==> config.mk <==
export PLATFORM = sky130hd
export DESIGN_NAME = teclado_matricial
export DESIGN_NICKNAME = d
export VERILOG_FILES = /design/src/rtl/teclado_matricial.sv
export SDC_FILE = /design/constraint.sdc
export NUM_CORES = 1
export LEC_CHECK = 0
export CAP_MARGIN = 25
export CORE_MARGIN = 2
export CORE_UTILIZATION = 55
export DETAILED_ROUTE_END_ITERATION = 7
export PLACE_DENSITY = 0.83
export SYNTH_ARGS = -nofsm -noshare
export SYNTH_HDL_FRONTEND = slang
export SYNTH_SLANG_ARGS = --single-unit
export TNS_END_PERCENT = 5
==> constraint.sdc <==
create_clock -name clk -period 3.2 [get_ports clk]
set_input_delay 0.48 -clock clk [delete_from_list [all_inputs] [get_ports clk]]
set_output_delay 0.48 -clock clk [all_outputs]
set_load 0.1 [all_outputs]
==> src/rtl/teclado_matricial.sv <==
// teclado_matricial: scans a 4x4 active-low keypad, debounces presses and releases,
// and emits one ativo strobe with the key code for each physical press.
module teclado_matricial #(
  parameter int SCAN_DIV     = 1000,
  parameter int DEBOUNCE_CYC = 50000
) (
  input  logic       clk,
  input  logic       reset,
  input  logic [3:0] linhas,
  output logic [3:0] colunas,
  output logic [4:0] tecla_atual,
  output logic       ativo,
  output logic       tecla_pressionada
);

  localparam int SW = $clog2(SCAN_DIV + 1);
  localparam int DW = $clog2(DEBOUNCE_CYC + 1);
  localparam logic [SW-1:0] SCAN_LAST = SW'(SCAN_DIV - 1);
  localparam logic [SW-1:0] SCAN_ONE  = SW'(1);
  localparam logic [DW-1:0] DEB_LAST  = DW'(DEBOUNCE_CYC - 1);
  localparam logic [DW-1:0] DEB_ONE   = DW'(1);
  localparam logic [4:0]    T_NONE    = 5'd31;

  typedef enum logic [1:0] {
    VARRE         = 2'd0,
    DEBOUNCE      = 2'd1,
    EMITE         = 2'd2,
    ESPERA_SOLTAR = 2'd3
  } estado_t;

  estado_t       state_q;
  logic [3:0]    linhas_m_q;
  logic [3:0]    linhas_s_q;
  logic [1:0]    idx_q;
  logic [1:0]    row_q;
  logic [SW-1:0] div_q;
  logic [DW-1:0] deb_q;
  logic [DW-1:0] rel_q;
  logic [3:0]    colunas_q;
  logic [4:0]    tecla_q;
  logic          ativo_q;
  logic          pressionada_q;

  logic [1:0]    idx_adv_d;
  logic [3:0]    col_adv_d;
  logic [1:0]    row_hit_d;
  logic          row_low_d;
  logic          all_high_d;

  function automatic logic [3:0] col_drive(input logic [1:0] idx);
    case (idx)
      2'd0:    col_drive = 4'b1110;
      2'd1:    col_drive = 4'b1101;
      2'd2:    col_drive = 4'b1011;
      2'd3:    col_drive = 4'b0111;
      default: col_drive = 4'b1111;
    endcase
  endfunction

  // Lowest-index low row wins when several keys share the driven column.
  function automatic logic [1:0] first_low(input logic [3:0] v);
    if (!v[0]) begin
      first_low = 2'd0;
    end else if (!v[1]) begin
      first_low = 2'd1;
    end else if (!v[2]) begin
      first_low = 2'd2;
    end else begin
      first_low = 2'd3;
    end
  endfunction

  function automatic logic [4:0] key_code(input logic [1:0] row, input logic [1:0] col);
    case ({row, col})
      4'b00_00: key_code = 5'd1;
      4'b00_01: key_code = 5'd2;
      4'b00_10: key_code = 5'd3;
      4'b00_11: key_code = 5'd10;
      4'b01_00: key_code = 5'd4;
      4'b01_01: key_code = 5'd5;
      4'b01_10: key_code = 5'd6;
      4'b01_11: key_code = 5'd11;
      4'b10_00: key_code = 5'd7;
      4'b10_01: key_code = 5'd8;
      4'b10_10: key_code = 5'd9;
      4'b10_11: key_code = 5'd12;
      4'b11_00: key_code = 5'd14;
      4'b11_01: key_code = 5'd0;
      4'b11_10: key_code = 5'd15;
      4'b11_11: key_code = 5'd13;
      default:  key_code = T_NONE;
    endcase
  endfunction

  // Two-flop synchronizer for the asynchronous row inputs.
  always_ff @(posedge clk) begin
    if (reset) begin
      linhas_m_q <= 4'hF;
      linhas_s_q <= 4'hF;
    end else begin
      linhas_m_q <= linhas;
      linhas_s_q <= linhas_m_q;
    end
  end

  // Decode helpers shared by the scanner state machine.
  always_comb begin
    idx_adv_d  = idx_q + 2'd1;
    col_adv_d  = col_drive(idx_adv_d);
    row_hit_d  = first_low(linhas_s_q);
    row_low_d  = ~linhas_s_q[row_q];
    all_high_d = (linhas_s_q == 4'hF);
  end

  // Scanner state machine with registered column drive and key outputs.
  always_ff @(posedge clk) begin
    if (reset) begin
      state_q       <= VARRE;
      idx_q         <= 2'd0;
      row_q         <= 2'd0;
      div_q         <= '0;
      deb_q         <= '0;
      rel_q         <= '0;
      colunas_q     <= 4'b1110;
      tecla_q       <= T_NONE;
      ativo_q       <= 1'b0;
      pressionada_q <= 1'b0;
    end else begin
      ativo_q <= 1'b0;
      case (state_q)
        VARRE: begin
          if (div_q == SCAN_LAST) begin
            div_q <= '0;
            if (!all_high_d) begin
              row_q   <= row_hit_d;
              deb_q   <= '0;
              state_q <= DEBOUNCE;
            end else begin
              idx_q     <= idx_adv_d;
              colunas_q <= col_adv_d;
            end
          end else begin
            div_q <= div_q + SCAN_ONE;
          end
        end
        DEBOUNCE: begin
          if (row_low_d) begin
            if (deb_q == DEB_LAST) begin
              deb_q   <= '0;
              state_q <= EMITE;
            end else begin
              deb_q <= deb_q + DEB_ONE;
            end
          end else begin
            // A bounce drops back to scanning from the next column.
            deb_q     <= '0;
            div_q     <= '0;
            idx_q     <= idx_adv_d;
            colunas_q <= col_adv_d;
            state_q   <= VARRE;
          end
        end
        EMITE: begin
          tecla_q       <= key_code(row_q, idx_q);
          ativo_q       <= 1'b1;
          pressionada_q <= 1'b1;
          rel_q         <= '0;
          state_q       <= ESPERA_SOLTAR;
        end
        ESPERA_SOLTAR: begin
          if (all_high_d) begin
            if (rel_q == DEB_LAST) begin
              rel_q         <= '0;
              div_q         <= '0;
              idx_q         <= idx_adv_d;
              colunas_q     <= col_adv_d;
              pressionada_q <= 1'b0;
              state_q       <= VARRE;
            end else begin
              rel_q <= rel_q + DEB_ONE;
            end
          end else begin
            rel_q <= '0;
          end
        end
        default: begin
          state_q   <= VARRE;
          idx_q     <= 2'd0;
          div_q     <= '0;
          colunas_q <= 4'b1110;
        end
      endcase
    end
  end

  assign colunas           = colunas_q;
  assign tecla_atual       = tecla_q;
  assign ativo             = ativo_q;
  assign tecla_pressionada = pressionada_q;

endmodule

==> results of run 1 <==
-- cell usage after synthesis (2+ instances only) --
cell	number	area [um2]
or3_1	3	18.8
o21ai_0	27	135
clkbuf_1	13	48.8
inv_1	9	33.8
nor3b_1	2	15.0
a311oi_1	3	26.3
o21a_1	3	22.5
nor2_1	51	191
nand3_1	10	50.1
xor2_1	25	219
a21oi_1	18	90.1
nor4_1	5	31.3
mux2_2	3	33.8
dfxtp_1	67	1340
ha_1	14	175
nand4_1	9	56.3
mux2i_1	9	90.1
or2_2	9	56.3
nor3_1	6	30.0
and2_1	2	12.5
or4_1	2	15.0
and4_1	3	26.3
a31oi_1	2	12.5
nor4b_1	3	26.3
and3_1	4	25.0
o2111ai_1	6	52.6
nand2b_1	7	43.8
o211ai_1	5	37.5
nand2_1	23	86.3
buf_2	3	15.0
nor2b_1	8	50.1
mux2_4	2	30.0
-- report_power, final --
part / switching, mW / total [mW] / internal [mW]
Clock: 0.305 / 0.599 / 0.295
Combinational: 0.116 / 0.191 / 0.0747
Sequential: 0.0200 / 0.875 / 0.855
Total: 0.441 / 1.67 / 1.22
-- flip-flops by register name, indices dropped and copies added, names as in the netlist, named ones only --
| register | count |
|---|---|
| tecla_pressionada | 1 |
| linhas_m_q | 4 |
| colunas | 4 |
| rel_q | 16 |
| state_q | 1 |
| row_q | 2 |
| ativo | 1 |
| idx_q | 2 |
| div_q | 10 |
| deb_q | 16 |
| tecla_atual | 5 |
| linhas_s_q | 4 |
-- path summary, 6_finish.rpt --
kind	cells past startpoint	slack, ps	start	end
worst min-delay path	1	410	linhas_m_q[3]$_SDFF_PP1_	linhas_s_q[3]$_SDFF_PP1_
worst min register to register	1	410	linhas_m_q[3]$_SDFF_PP1_	linhas_s_q[3]$_SDFF_PP1_
worst max-delay path	5	880	rel_q[5]$_SDFFE_PP0P_	colunas[0]$_SDFFE_PP0P_
worst max register to register	5	880	rel_q[5]$_SDFFE_PP0P_	colunas[0]$_SDFFE_PP0P_
-- kinds of logic after synthesis --
family	after synthesis
DFF	67
and+or+nand+nor	156
xor gates and xnor gates	26
adders and majority gates	14
buffers and inverters	26
muxes	15
AOI/OAI and AO/OA	76
-- per-stage QoR --
stage / setup slack, ps / cells
final: 877 / 474
after global routing: 675 / 474
after detailed placement: 920 / 459
after global placement: 979 / 459
after floorplan: 1080 / 380
after CTS: 875 / 474
-- area by class of cell --
type                       instances  area, um2
inverter                           9       33.8
clock inverter                     3       15.0
multi-input combinational        287       1910
tap                               75       93.8
fill                             493       2180
sequential                        67       1340
clock buffer                      12        145
timing repair buffer              21        198
-- worst register-to-register path, cell delays in order (launching register included) --
cell      delay (ps)
dfxtp_1          360
nor4b_1          360
nand4_1          210
o21a_1           410
a211oi_4         510
mux2_4           350
-- layer usage --
layer,vias to the layer above,share of wire (%),global-route usage [%]
met5,-,0,0
li1,1374,-,-
met1,1320,45,26.6
met3,15,4.2,5.93
met4,0,2.2,10.8
met2,62,48,36.2
==> impl_results.md, run 1 <==
* Core box area at 0.00592 mm2
* Layout Nets at 415
* Finished Cell Area at about 0.0037 mm2
* Row Count at 28
* 1st-pass router iterations at 4
* Placed Instance Area at 0.00358 mm2
* GPL Wtd Cong at 0.781
* Post-route setup TNS at 0 ps
* Max-Cap Viols at 0
* Worst path slowest cell: a211oi_4
* Slowest stage delay, CP at approximately 510 ps
* Routed vias/inst at around 5.8
* Yosys warnings at 0
* Status: complete, no violations
* N_diodes at 0
* Layout cell share with drive strength beyond 1 at 10.5%
* Hold Worst Slack at 408 ps
* Max Fclk at 431 MHz
* Final core occ at 63.1%
* Crit. End Element: flop
* HPWL Detailed at ~4.6 mm
* Largest net degree at the start of global routing at 40
* H-Tree Depth at 3
* Main flop type after synthesis: dfxtp_1
* Fin crit period at 2320 ps
* Worst EP required at 3430 ps
* Clock Latency Late Sink at 340 ps
* VDD IR max at 0.313 mV
* Worst slew pin tran at 975 ps
* Crit Path Class: flop to flop
* RSZ-0062 raised after global routing: no
* Final Setup Violations at 0
* Buf/Inv on CP at 0
* Commonest non-fill, non-tap cell in the layout: dfxtp_1
* Number of port buffers at 16
* Clock-pin slew on the worst setup and hold paths at 70 ps
* CTS tree: yes
* Post-synthesis compound-gate area fraction at 14.7%
* Initial antenna violation count at 0
* Final setup skew at approximately 9.6 ps
* Post-synth EDFFs at 0
* Largest family of logic cells by synthesized area: simple AND/OR/NAND/NOR gates
* Register area share after synthesis at 40.0%
* Avg Cell Area, Syn at 8.82 um2
* Crit-path cells: nor4b_1, nand4_1, o21a_1, a211oi_4, mux2_4
* Hold/Removal Path Class: flop to flop
* Power Density at 446 mW/mm2
* Total congestion overflow at 0
* Synth unique cells at 56
* Mux share of post-synthesis cell area at 5.26%
* All-Layer GR Usage at ~22%
* Final Hold Fails at 0
* Ys async rst share at 0%
* Number of buffers created by CTS at 9
* Slew Viols, Final at 0
* I/O pin total at 17
* Total die area at 0.00673 mm2
* P_leak at between 1 and 1.5 nW
* Synthesized area at 0.00335 mm2
* Fin crit share at 72.6%
* Adder-Cell Fraction of Synth Area at ~5.2%
* Wire length per cell at 14.1 um
* Max clock buf depth at 2
* Die Span Y at 82.1 um
* Most frequent cells in the layout: 67 x dfxtp_1, 51 x nor2_1, 27 x o21ai_0
* Final wirelength at 6.71 mm
* Post-DRT Antenna Nets at 0
* Initial detailed-routing violation count at 243
* Slew HR at 34.8%
* Worst EP arrival at ~2600 ps
* # DRC at 0
* Synth-to-layout area growth at 11.5%
* Synth Instances at 380
* Die W at 82.1 um
* Clock sink total at 67
* DR vias at 2771
* Critical path launch point type: flop
* Power Total at about 1.7 mW
* First-pass GRT wire length at ~12 mm
* Number of global-route vias before repair at 2621
* Synth Register Bits at 67
* Root Driver: clkbuf_8
* Worst Path Max Fanout at 15
* Crit-path leading delay family: compound AO/OA/AOI/OAI gates
* Post-Syn Nets at 400
* Starting Density at a little under three fifths
* Simple-gate share of the synthesized area at ~25%
* Post-CTS Setup Inserts at 0
* XOR/XNOR Fraction of Synth Area at 6.79%
* Cts repair resizes at 0
* Hold-fix buffers, CTS at 0
Note: power is estimated with default switching activity, not from simulation.
==> run 2, diff against run 1 <==
Clock period 3.2 ns to 2.2 ns, I/O delays scaled along.
==> run 2 against run 1 <==
Effect of this change: clock-buffer cell count is 1 lower; core utilization is 2.8 points higher; clock power is 66% higher; first-iteration DRC count is 33% lower; register-to-register slack worse by 770 ps; maximum frequency is 11% higher; wire length is 7.5% higher; worst hold slack better by 3.6 ps; critical path depth is 1 lower; sequential cell count stayed put; worst setup slack worse by 770 ps.
==> impl_results.md, run 2 (synthesis results as in run 1) <==
* Status: complete, no violations
* RSZ-0062 raised after global routing: no
* Clock Latency Late Sink at ~340 ps
* GPL Wtd Cong at 0.845
* Worst EP required at between 2000 and 2500 ps
* Slew Viols, Final at 0
* Hold/Removal Path Class: flop to flop
* Max Fclk at 477 MHz
* Starting Density at 56.6%
* Fin crit period at ~2100 ps
* Most frequent cells in the layout: 67 x dfxtp_1, 50 x nor2_1, 32 x buf_4
* Worst Path Max Fanout at 4
* Area taken by multi-input logic gates at just under 0.002 mm2
* H-Tree Depth at 3
* Routed vias/inst at 5.84
* I/O pin total at 17
* Layout Nets at 433
* Synth-to-layout area growth at 16.4%
* Initial detailed-routing violation count at 163
* VDD IR max at 0.498 mV
* Crit Path Class: flop to flop
* Met3 GRT Util at 4.07%
* 1st-pass router iterations at 4
* Crit. End Element: flop
* Die Span Y at 82.1 um
* Final wirelength at 7.21 mm
* Worst EP arrival at 2330 ps
* Fillcell total at 468
* CTS tree: yes
* Number of global-route vias before repair at between 2000 and 3000
* Number of port buffers at 16
* Clock sink total at 67
* Number of buffers created by CTS at 9
* Post-DRT Antenna Nets at 0
* Power Total at 2.56 mW
* Max-Cap Viols at 0
* First-pass GRT wire length at around 12 mm
* Post-route setup TNS at 0 ps
* Initial antenna violation count at 0
* Hold-fix buffers, CTS at 0
* Commonest non-fill, non-tap cell in the layout: dfxtp_1
* Slew HR at 64.0%
* Die W at 82.1 um
* Final Setup Violations at 0
* Root Driver: clkbuf_8
* M2 GR Usage at approximately two fifths
* P_leak at between 1 and 1.5 nW
* Final setup skew at 8.85 ps
* Top flop regs: deb_q: 16 flops, rel_q: 16 flops, div_q: 10 flops
* Total die area at 0.00673 mm2
* N_diodes at 0
* DR vias at around 2900
* All-Layer GR Usage at 22.8%
* Core box area at 0.00592 mm2
* Total congestion overflow at 0
* Finished Cell Area at 0.00390 mm2
* Met1 Use GR at 27.5%
* Row Count at 28
* Clock-pin slew on the worst setup and hold paths at roughly 70 ps
* Wire length per cell at 14.6 um
* Final core occ at 65.9%
* Final Hold Fails at 0
* Largest net degree at the start of global routing at 17
* HPWL Detailed at slightly below 5 mm
* Power Density at 657 mW/mm2
* Worst slew pin tran at 540 ps
* Max clock buf depth at 2
* # DRC at 0
* Placed Instance Area at 0.00366 mm2
* Critical path launch point type: flop
* Most heavily used metal layer in global routing: met2
* Fin crit share at 95.3%
* Layout cell share with drive strength beyond 1 at 18.7%
* Sequential standard cell area at 0.00134 mm2
[run 2: cell types whose count changed in the layout (fill, tap and decap cells not counted), sizes merged]
cell | previous run | this run
buf | 5 | 34
bufinv | 0 | 1
clkbuf | 12 | 11
clkdlybuf4s50 | 16 | 5
clkinvlp | 0 | 1
[run 2: per-stage QoR]
step	setup WS (ps)	std cells	hold WS, ps
2_1_floorplan	82.9	380	389
3_3_place_gp	136	474	391
3_5_place_dp	88.4	474	397
4_1_cts	69.9	490	412
5_1_grt	0.175	493	429
6_report	103	493	411
[run 2: cell type report]
class	instances	share of cell area (%)
Clock buffer	11	3.62
Clock inverter	5	1.35
Inverter	9	0.866
Multi-Input combinational cell	287	49.4
Sequential cell	67	34.4
Tap cell	75	2.40
Timing Repair Buffer	39	8.02
[run 2: worst paths after layout]
check | from | to | slack, ps | depth (start not counted)
max | div_q[9]$_SDFFE_PP0P_ | idx_q[0]$_SDFFE_PP0P_ | 100 | 4
min | linhas_m_q[1]$_SDFF_PP1_ | linhas_s_q[1]$_SDFF_PP1_ | 410 | 1
max reg2reg | div_q[9]$_SDFFE_PP0P_ | idx_q[0]$_SDFFE_PP0P_ | 100 | 4
min reg2reg | linhas_m_q[1]$_SDFF_PP1_ | linhas_s_q[1]$_SDFF_PP1_ | 410 | 1
[run 2: worst max-delay path, cell delays in order, from the launching register on]
cell and delay [ps]:
dfxtp_1 370, or3b_4 430, or4_4 500, a211oi_4 360
mux2_4 330
[run 2: routing by layer]
layer / wire (um) / vias to the layer above
li1: - / 1416
met1: 3300 / 1382
met2: 3500 / 64
met3: 264 / 16
met4: 142 / 0
met5: 0 / -
[run 2: what timing repair did]
item	4_1_cts	5_1_grt
setup buffers	0	3
gates resized for setup	0	7
endpoints found under the setup margin	0	21
[run 2: power by group]
group / internal (mW) / switching [mW]
Sequential: 1.24 / 0.0288
Clock: 0.548 / 0.445
Combinational: 0.119 / 0.178
